$ cat config.mk
export PLATFORM = sky130hd
export DESIGN_NAME = us_burst_scheduler
export DESIGN_NICKNAME = d
export VERILOG_FILES = /design/src/rtl/us_burst_scheduler.sv
export SDC_FILE = /design/constraint.sdc
export NUM_CORES = 1
export LEC_CHECK = 0
export ABC_AREA = 1
export CAP_MARGIN = 20
export CORE_MARGIN = 5
export CORE_UTILIZATION = 35
export CTS_CLUSTER_SIZE = 20
export DETAILED_ROUTE_END_ITERATION = 16
export GPL_TIMING_DRIVEN = 0
export HOLD_SLACK_MARGIN = 0.1
export SLEW_MARGIN = 30
export SYNTH_ARGS = -nofsm -noshare
export SYNTH_HDL_FRONTEND = slang
export SYNTH_SLANG_ARGS = --single-unit
$ cat constraint.sdc
create_clock -name clock -period 16.5 [get_ports clock]
set_clock_uncertainty 0.15 [all_clocks]
set_input_delay 4.125 -clock clock [delete_from_list [all_inputs] [get_ports clock]]
set_output_delay 4.125 -clock clock [all_outputs]
set_load 0.05 [all_outputs]
$ cat src/rtl/us_burst_scheduler.sv
// us_burst_scheduler: time-triggered ultrasonic burst sequencer.
// Software queues absolute RTC start times; each due head entry fires one us_enable burst.
module us_burst_scheduler #(
    parameter int          FIFO_DEPTH     = 4,
    parameter int          BURST_W        = 16,
    parameter logic [31:0] LATE_LIMIT_RST = 32'd500
) (
    input  logic        clock,
    input  logic        reset,
    input  logic [31:0] rtc_time,
    input  logic [15:0] avalon_slave_address,
    input  logic        avalon_slave_write,
    input  logic [31:0] avalon_slave_writedata,
    input  logic        avalon_slave_read,
    output logic [31:0] avalon_slave_readdata,
    output logic        avalon_slave_waitrequest,
    output logic        us_enable,
    output logic        fire_pulse,
    output logic        fifo_empty
);
    localparam int PTR_W = $clog2(FIFO_DEPTH);
    localparam int CNT_W = PTR_W + 1;

    typedef enum logic [1:0] {IDLE = 2'd0, ARMED = 2'd1, FIRE = 2'd2} state_t;

    state_t             state_q, state_d;
    logic               enable_q, enable_d;
    logic               overflow_q, overflow_d;
    logic [BURST_W-1:0] burst_len_q, burst_len_d;
    logic [BURST_W-1:0] burst_cnt_q, burst_cnt_d;
    logic [31:0]        late_limit_q, late_limit_d;
    logic [15:0]        miss_cnt_q, miss_cnt_d;
    logic [31:0]        last_fired_q, last_fired_d;
    logic [PTR_W-1:0]   wr_ptr_q, wr_ptr_d, rd_ptr_q, rd_ptr_d;
    logic [CNT_W-1:0]   count_q, count_d;
    logic               us_enable_q, us_enable_d;
    logic               fire_pulse_q, fire_pulse_d;
    logic               wait_q, wait_d;
    logic [31:0]        readdata_q, readdata_d;
    logic [31:0]        mem_q [FIFO_DEPTH];

    logic [7:0]  addr_sel;
    logic        wr_acc, wr_ctrl, flush, push_req, push_ok, en_next;
    logic        empty, full, due, late, pop, fire_start, miss, rd_load;
    logic [31:0] head, diff, rd_mux, cnt_ext;
    logic [1:0]  state_bits;
    logic        unused_bits;

    assign addr_sel                 = avalon_slave_address[15:8];
    assign avalon_slave_waitrequest = wait_q & avalon_slave_read;
    assign wr_acc   = avalon_slave_write & ~avalon_slave_waitrequest;
    assign wr_ctrl  = wr_acc && (addr_sel == 8'h00);
    assign flush    = wr_ctrl && avalon_slave_writedata[1];
    assign push_req = wr_acc && (addr_sel == 8'h01);
    assign en_next  = wr_ctrl ? avalon_slave_writedata[0] : enable_q;

    assign empty = (count_q == '0);
    assign full  = (count_q == CNT_W'(FIFO_DEPTH));
    assign head  = mem_q[rd_ptr_q];
    // Modular difference: bit 31 clear means the head time has been reached, across RTC wrap.
    assign diff  = rtc_time - head;
    assign due   = ~diff[31];
    assign late  = diff > late_limit_q;

    // The head is examined while waiting, and on the last cycle of a burst so bursts chain without a gap.
    assign pop        = en_next && !flush && !empty && due &&
                        ((state_q != FIRE) || (burst_cnt_q == BURST_W'(1)));
    assign fire_start = pop && !late;
    assign miss       = pop && late;
    assign push_ok    = push_req && !flush && (!full || pop);
    assign rd_load    = avalon_slave_read & wait_q;

    assign cnt_ext     = 32'(count_q);
    assign state_bits  = state_q;
    assign unused_bits = ^{avalon_slave_address[7:0], cnt_ext[31:4]};

    always_comb begin
        rd_mux = 32'hDEADBEEF;
        case (addr_sel)
            8'h00: rd_mux = {23'b0, overflow_q, cnt_ext[3:0], state_bits, enable_q, 1'b0};
            8'h01: rd_mux = last_fired_q;
            8'h02: rd_mux = 32'(burst_len_q);
            8'h03: rd_mux = {16'b0, miss_cnt_q};
            8'h04: rd_mux = late_limit_q;
            default: rd_mux = 32'hDEADBEEF;
        endcase
    end

    always_comb begin
        // NOTE: every _d starts from its _q so no branch can leave a latch behind.
        state_d      = state_q;
        enable_d     = en_next;
        overflow_d   = overflow_q;
        burst_len_d  = burst_len_q;
        burst_cnt_d  = burst_cnt_q;
        late_limit_d = late_limit_q;
        miss_cnt_d   = miss_cnt_q;
        last_fired_d = last_fired_q;
        wr_ptr_d     = wr_ptr_q;
        rd_ptr_d     = rd_ptr_q;
        count_d      = count_q;
        us_enable_d  = 1'b0;
        fire_pulse_d = 1'b0;
        wait_d       = ~rd_load;
        readdata_d   = rd_load ? rd_mux : readdata_q;

        if (wr_ctrl && avalon_slave_writedata[2]) overflow_d = 1'b0;
        if (push_req && !flush && full && !pop)   overflow_d = 1'b1;
        if (wr_acc && (addr_sel == 8'h02)) burst_len_d  = avalon_slave_writedata[BURST_W-1:0];
        if (wr_acc && (addr_sel == 8'h04)) late_limit_d = avalon_slave_writedata;
        if (miss && (miss_cnt_q != 16'hFFFF)) miss_cnt_d = miss_cnt_q + 16'd1;
        if (wr_acc && (addr_sel == 8'h03)) miss_cnt_d = '0;

        if (flush) begin
            wr_ptr_d = '0;
            rd_ptr_d = '0;
            count_d  = '0;
        end else begin
            if (push_ok) wr_ptr_d = wr_ptr_q + PTR_W'(1);
            if (pop)     rd_ptr_d = rd_ptr_q + PTR_W'(1);
            count_d = count_q + CNT_W'(push_ok) - CNT_W'(pop);
        end

        if (!en_next || flush) begin
            state_d = IDLE;
        end else if (fire_start) begin
            state_d      = FIRE;
            burst_cnt_d  = (burst_len_q == '0) ? BURST_W'(1) : burst_len_q;
            us_enable_d  = 1'b1;
            fire_pulse_d = 1'b1;
            last_fired_d = rtc_time;
        end else if ((state_q == FIRE) && (burst_cnt_q != BURST_W'(1))) begin
            burst_cnt_d = burst_cnt_q - BURST_W'(1);
            us_enable_d = 1'b1;
        end else begin
            state_d = (count_d != '0) ? ARMED : IDLE;
        end
    end

    always_ff @(posedge clock or posedge reset) begin
        // NOTE: non-blocking assignments so every flop samples the pre-edge values.
        if (reset) begin
            state_q      <= IDLE;
            enable_q     <= 1'b0;
            overflow_q   <= 1'b0;
            burst_len_q  <= BURST_W'(1);
            burst_cnt_q  <= '0;
            late_limit_q <= LATE_LIMIT_RST;
            miss_cnt_q   <= '0;
            last_fired_q <= '0;
            wr_ptr_q     <= '0;
            rd_ptr_q     <= '0;
            count_q      <= '0;
            us_enable_q  <= 1'b0;
            fire_pulse_q <= 1'b0;
            wait_q       <= 1'b1;
            readdata_q   <= '0;
        end else begin
            state_q      <= state_d;
            enable_q     <= enable_d;
            overflow_q   <= overflow_d;
            burst_len_q  <= burst_len_d;
            burst_cnt_q  <= burst_cnt_d;
            late_limit_q <= late_limit_d;
            miss_cnt_q   <= miss_cnt_d;
            last_fired_q <= last_fired_d;
            wr_ptr_q     <= wr_ptr_d;
            rd_ptr_q     <= rd_ptr_d;
            count_q      <= count_d;
            us_enable_q  <= us_enable_d;
            fire_pulse_q <= fire_pulse_d;
            wait_q       <= wait_d;
            readdata_q   <= readdata_d;
        end
    end

    // NOTE: queue storage has no reset; entries are only read while count_q says they are valid.
    always_ff @(posedge clock) begin
        if (push_ok) mem_q[wr_ptr_q] <= avalon_slave_writedata;
    end

    assign us_enable             = us_enable_q;
    assign fire_pulse            = fire_pulse_q;
    assign fifo_empty            = empty;
    assign avalon_slave_readdata = readdata_q;

endmodule

# Word-level counts from Yosys, hierarchy flattened
# Memory sizes are Yosys's and may differ from the RTL's.
# Cells that the tools add are included.
[totals]
ff_bits = 158
latch_bits = 0
mem_bits_rw = 128
rom_bits = 0
input_bits = 84
out_inout_bits = 36
wordCells = 104
mem_count = 1
[memory_table]
columns = ["memory", "depth", "width", "rd", "rd_ports_with_merged_regs", "write_ports", "line_no", "text"]
rows = [
  ["mem_q", 4, 32, 1, 0, 1, "40", "logic [31:0] mem_q [FIFO_DEPTH];"],
]
[classes]
addsub = 7
mul = 0
div_mod_pow = 0
order_cmp = 1
n_eq_ne = 11
shifts = 0
n_mux = 25
n_bitwise = 5
reduce_logical = 39
[ops]
columns = ["op", "n"]
rows = [
  ["32-bit one-hot mux with 5 select lines", 1],
  ["16-bit two-way mux", 5],
  ["32-bit greater-than comparator", 1],
  ["32-bit subtractor", 1],
  ["1-bit logical AND", 19],
  ["16-bit by 1-bit adder with 16-bit output, second input constant", 1],
  ["16-bit by 1-bit == test with 1-bit output, second input constant", 1],
  ["8-bit by 2-bit == test with 1-bit output, second input constant", 2],
  ["16-bit zero test", 1],
  ["16-bit by 1-bit != test with 1-bit output, second input constant", 1],
  ["16-bit != test, second input constant", 1],
  ["16-bit by 1-bit subtractor with 16-bit output, second input constant", 1],
  ["2-bit two-way mux", 7],
  ["1-bit two-way mux", 11],
  ["2-bit nonzero test", 5],
  ["8-bit by 1-bit == test with 1-bit output, second input constant", 1],
  ["8-bit by 3-bit == test with 1-bit output, second input constant", 1],
  ["8-bit zero test", 1],
  ["1-bit zero test", 6],
  ["2-bit by 1-bit adder with 2-bit output, second input constant", 2],
  ["2-bit AND reduction", 2],
  ["3-bit by 1-bit adder with 3-bit output", 1],
  ["3-bit == test, second input constant", 1],
  ["3-bit zero test", 1],
  ["9 further kinds", 14],
]

# Longest topological paths before layout
[logic_depth]
ltp_word = 20
ltp_mapped = 33
mapped_depth_nobuf = 29

# Worst setup path before layout
# OpenSTA, ideal clock, no wires.
[synth_path]
path_kind = "in2out"
start = "in avalon_slave_read"
end = "out avalon_slave_waitrequest"
t_arrival_ns = 5.173
required_time_ns = 12.225
setup_slack_ns = 7.052
stages = 4
n_path_buf = 2
cell_sequence = "nand2_1 > clkbuf_1 > inv_1 > clkbuf_1"
[synth_via]
elab_chain_len = 1
[synth_rtl]
columns = ["element", "line_no", "text"]
rows = [
  ["start, declared", "14", "input logic avalon_slave_read,"],
  ["1-bit bitwise AND", "50", "assign avalon_slave_waitrequest = wait_q & avalon_slave_read;"],
  ["end, declared", "16", "output logic avalon_slave_waitrequest,"],
]
# No other way between the ends.

# Final worst setup path
# Same ends and word-level chain as after synthesis.

==> reports/results.ini <==
[floorplanning]
die_h_um=216.9
io_pins=120
fp.dieArea_mm2=0.04705
core_mm2=0.04213
initial_core_util_pct=35.56
die_width_um=216.9
placementRows=75

[finish]
syn2layout_area_growth_pct=20.08
finalNetCount=1975
fillers=4093
drive_gt1_share_pct=5.598
diodes=0
regArea_mm2=0.007807
utilization_pct=42.70
multi_input_area_mm2=0.006291

[clock_tree]
cts_root_buf=clkbuf_16
cts_hold_buf=0
cts.sinks=286
cts_buffer_depth=3
clk_latency_ns=0.59
cts_setup_buffers=0
tritoncts=built
cts_buffers=31
clk_pin_slew_worst_paths_ns=0.06
post_cts_resized=0
htree_levels=1

[yosys]
synth_cell_type_count=47
syn_area_per_cell_um2=8.988
ys_seq_elements=286
async_flop_share_pct=55.24
syn_inst=1667
yosys_warnings=0
synth_edf_count=128
netlist_area_mm2=0.01498
synth_nets=1826
synth_flop_cell=dfrtp_1
ys_seq_area_share_pct=52.11

[global_route]
grt_pass1_wl_um=73360
grt_pass1_vias=12383
grt_max_degree=92
antenna_found_initial=0
globalRouteTotalUtil_pct=20.01
overflow=0

[drt]
vias_per_cell=5.121
num_vias=12182
drcViolationCount=0
wirelength_um=47740
wl_per_cell_um=20.07
dr.pass1.iters=6
detail-route-antenna-nets=0
drt-initial-drc-count=1074

[sta]
fmax_mhz=91.67
hold_ws_ns=0.3297
finalSetupViolCount=0
drv_slew=0
worst_slack_ns=5.592
maxSlewHeadroom_pct=52.43
period_minus_slack_ns=10.91
rsz0062_at_grt=false
tightest_slew_ns=0.7136
hold_viol_final=0
setup-tns-final_ns=0
fin_crit_sh_pct=66.11

[power]
vdd_drop_max_uv=71.74
power_leakage_nw=7.805
power_density_mw_per_mm2=136.0
power.total_mw=2.447

[worst_setup_path]
cp_data_required_time_ns=12.23
end_kind=primary output
r2r_slack_ns=10.45
cp_max_fo=10
worstReg2RegStart=rd_ptr_q[0]
r2r_cells=27
worstSetupPathType=in -> out
arrival_ns=6.63
cp-start-kind=input pin
r2r-end=burst_cnt_q[6]

[placement]
dp_slack_ns=5.594
dp_hpwl_um=37390
place.gp.congestion=0.9283
port_buffers=111

[outcome]
status=finished, final reports clean

[job]
drv_cap=0

[min_path]
hold_end=burst_cnt_q[14]
hp-class=reg -> reg
hold_depth=2
worstHoldStart=burst_cnt_q[14]

placed cells by master (no fill, tap or decap), types with 5 or more instances in the layout:
cell,count
ha_1,73
xnor2_1,20
inv_1,164
o21ai_1,8
o21ai_0,65
dfstp_2,8
buf_2,8
a221oi_1,11
clkinv_2,6
edfxtp_1,128
nor3_1,12
nand2_1,454
clkdlybuf4s50_1,111
a31oi_1,5
nand3b_1,12
buf_16,5
buf_1,6
nor4_1,8
nor2_1,125
clkbuf_1,45
nand4_1,27
nor2_4,6
clkbuf_16,31
o22ai_1,17
xor2_1,36
a21oi_1,142
a32o_1,30
dfrtp_1,150
nand3_1,67
per-stage QoR:
step,cells,cell area (um2)
floorplan,1667,14980
global placement,2317,16770
detailed placement,2322,16940
CTS,2379,17990
global route,2379,17990
finish,2379,17990
critical path: stages:
cell and delay, ns:
clkdlybuf4s50_1 0.45, nand2_1 0.09, clkbuf_1 0.33, inv_1 0.29, clkbuf_1 0.43, clkdlybuf4s50_1 0.90
worst max-delay path by stage:
stage                                 start                       end  slack, ns  cells after the start
after floorplan           avalon_slave_read  avalon_slave_waitrequest       7.05                      4
after global placement    avalon_slave_read  avalon_slave_waitrequest       5.58                      6
after detailed placement  avalon_slave_read  avalon_slave_waitrequest       5.59                      6
after CTS                 avalon_slave_read  avalon_slave_waitrequest       5.58                      6
after global routing      avalon_slave_read  avalon_slave_waitrequest       5.48                      6
final                     avalon_slave_read  avalon_slave_waitrequest       5.59                      6
logic make-up after synthesis:
logic type / share of synthesized area, %
buf+inv: 6.104
xor+xnor: 3.273
fa+ha+maj: 6.363
simple gates: 20.52
flops: 52.11
compound gates: 11.63
power breakdown:
part	internal, mW	leakage, nW	total, mW	switching, mW
Combinational	0.326	4.24	0.893	0.567
Clock	0.426	0.518	0.717	0.290
Sequential	0.798	3.04	0.837	0.0392
Total	1.55	7.80	2.45	0.897
layer usage:
metal | up-vias | share of wire [%] | track usage [%]
li1 | 5918 | - | -
met3 | 77 | 5.6 | 2.779
met2 | 365 | 46 | 32.52
met1 | 5822 | 46 | 28.37
met5 | - | 0 | 0
met4 | 0 | 2.9 | 5.288
sequential cells by signal (all words and copies together) (netlist names), 2 cells and up:
name and count:
avalon_slave_readdata 32, burst_cnt_q 16, burst_len_q 16, count_q 3, last_fired_q 32, late_limit_q 32, mem_q 128, miss_cnt_q 16
rd_ptr_q 2, state_bits 2, wr_ptr_q 2
final cells by class:
class	count	share of cell area [%]
Tap cell	539	3.749
Clock inverter	15	1.057
Sequential cell	286	43.40
Buffer	60	1.558
Clock buffer	42	4.764
Inverter	169	3.568
Timing Repair Buffer	116	6.941
Multi-Input combinational cell	1152	34.97
Yosys cell counts (12+ instances only):
cell type,number,share of area (%)
o22ai_1,17,0.71
inv_1,165,4.1
nor3_1,12,0.40
edfxtp_1,128,26
xor2_1,36,2.1
o21ai_0,65,2.2
nand3b_1,12,0.60
a21oi_1,142,4.7
nand2_1,454,11
ha_1,73,6.1
nand4_1,27,1.1
nand3_1,67,2.2
dfrtp_1,150,25
nor2_1,129,3.2
xnor2_1,20,1.2
clkbuf_1,38,0.95
a32o_1,30,2.0
Power figures use the tool's default switching activity.
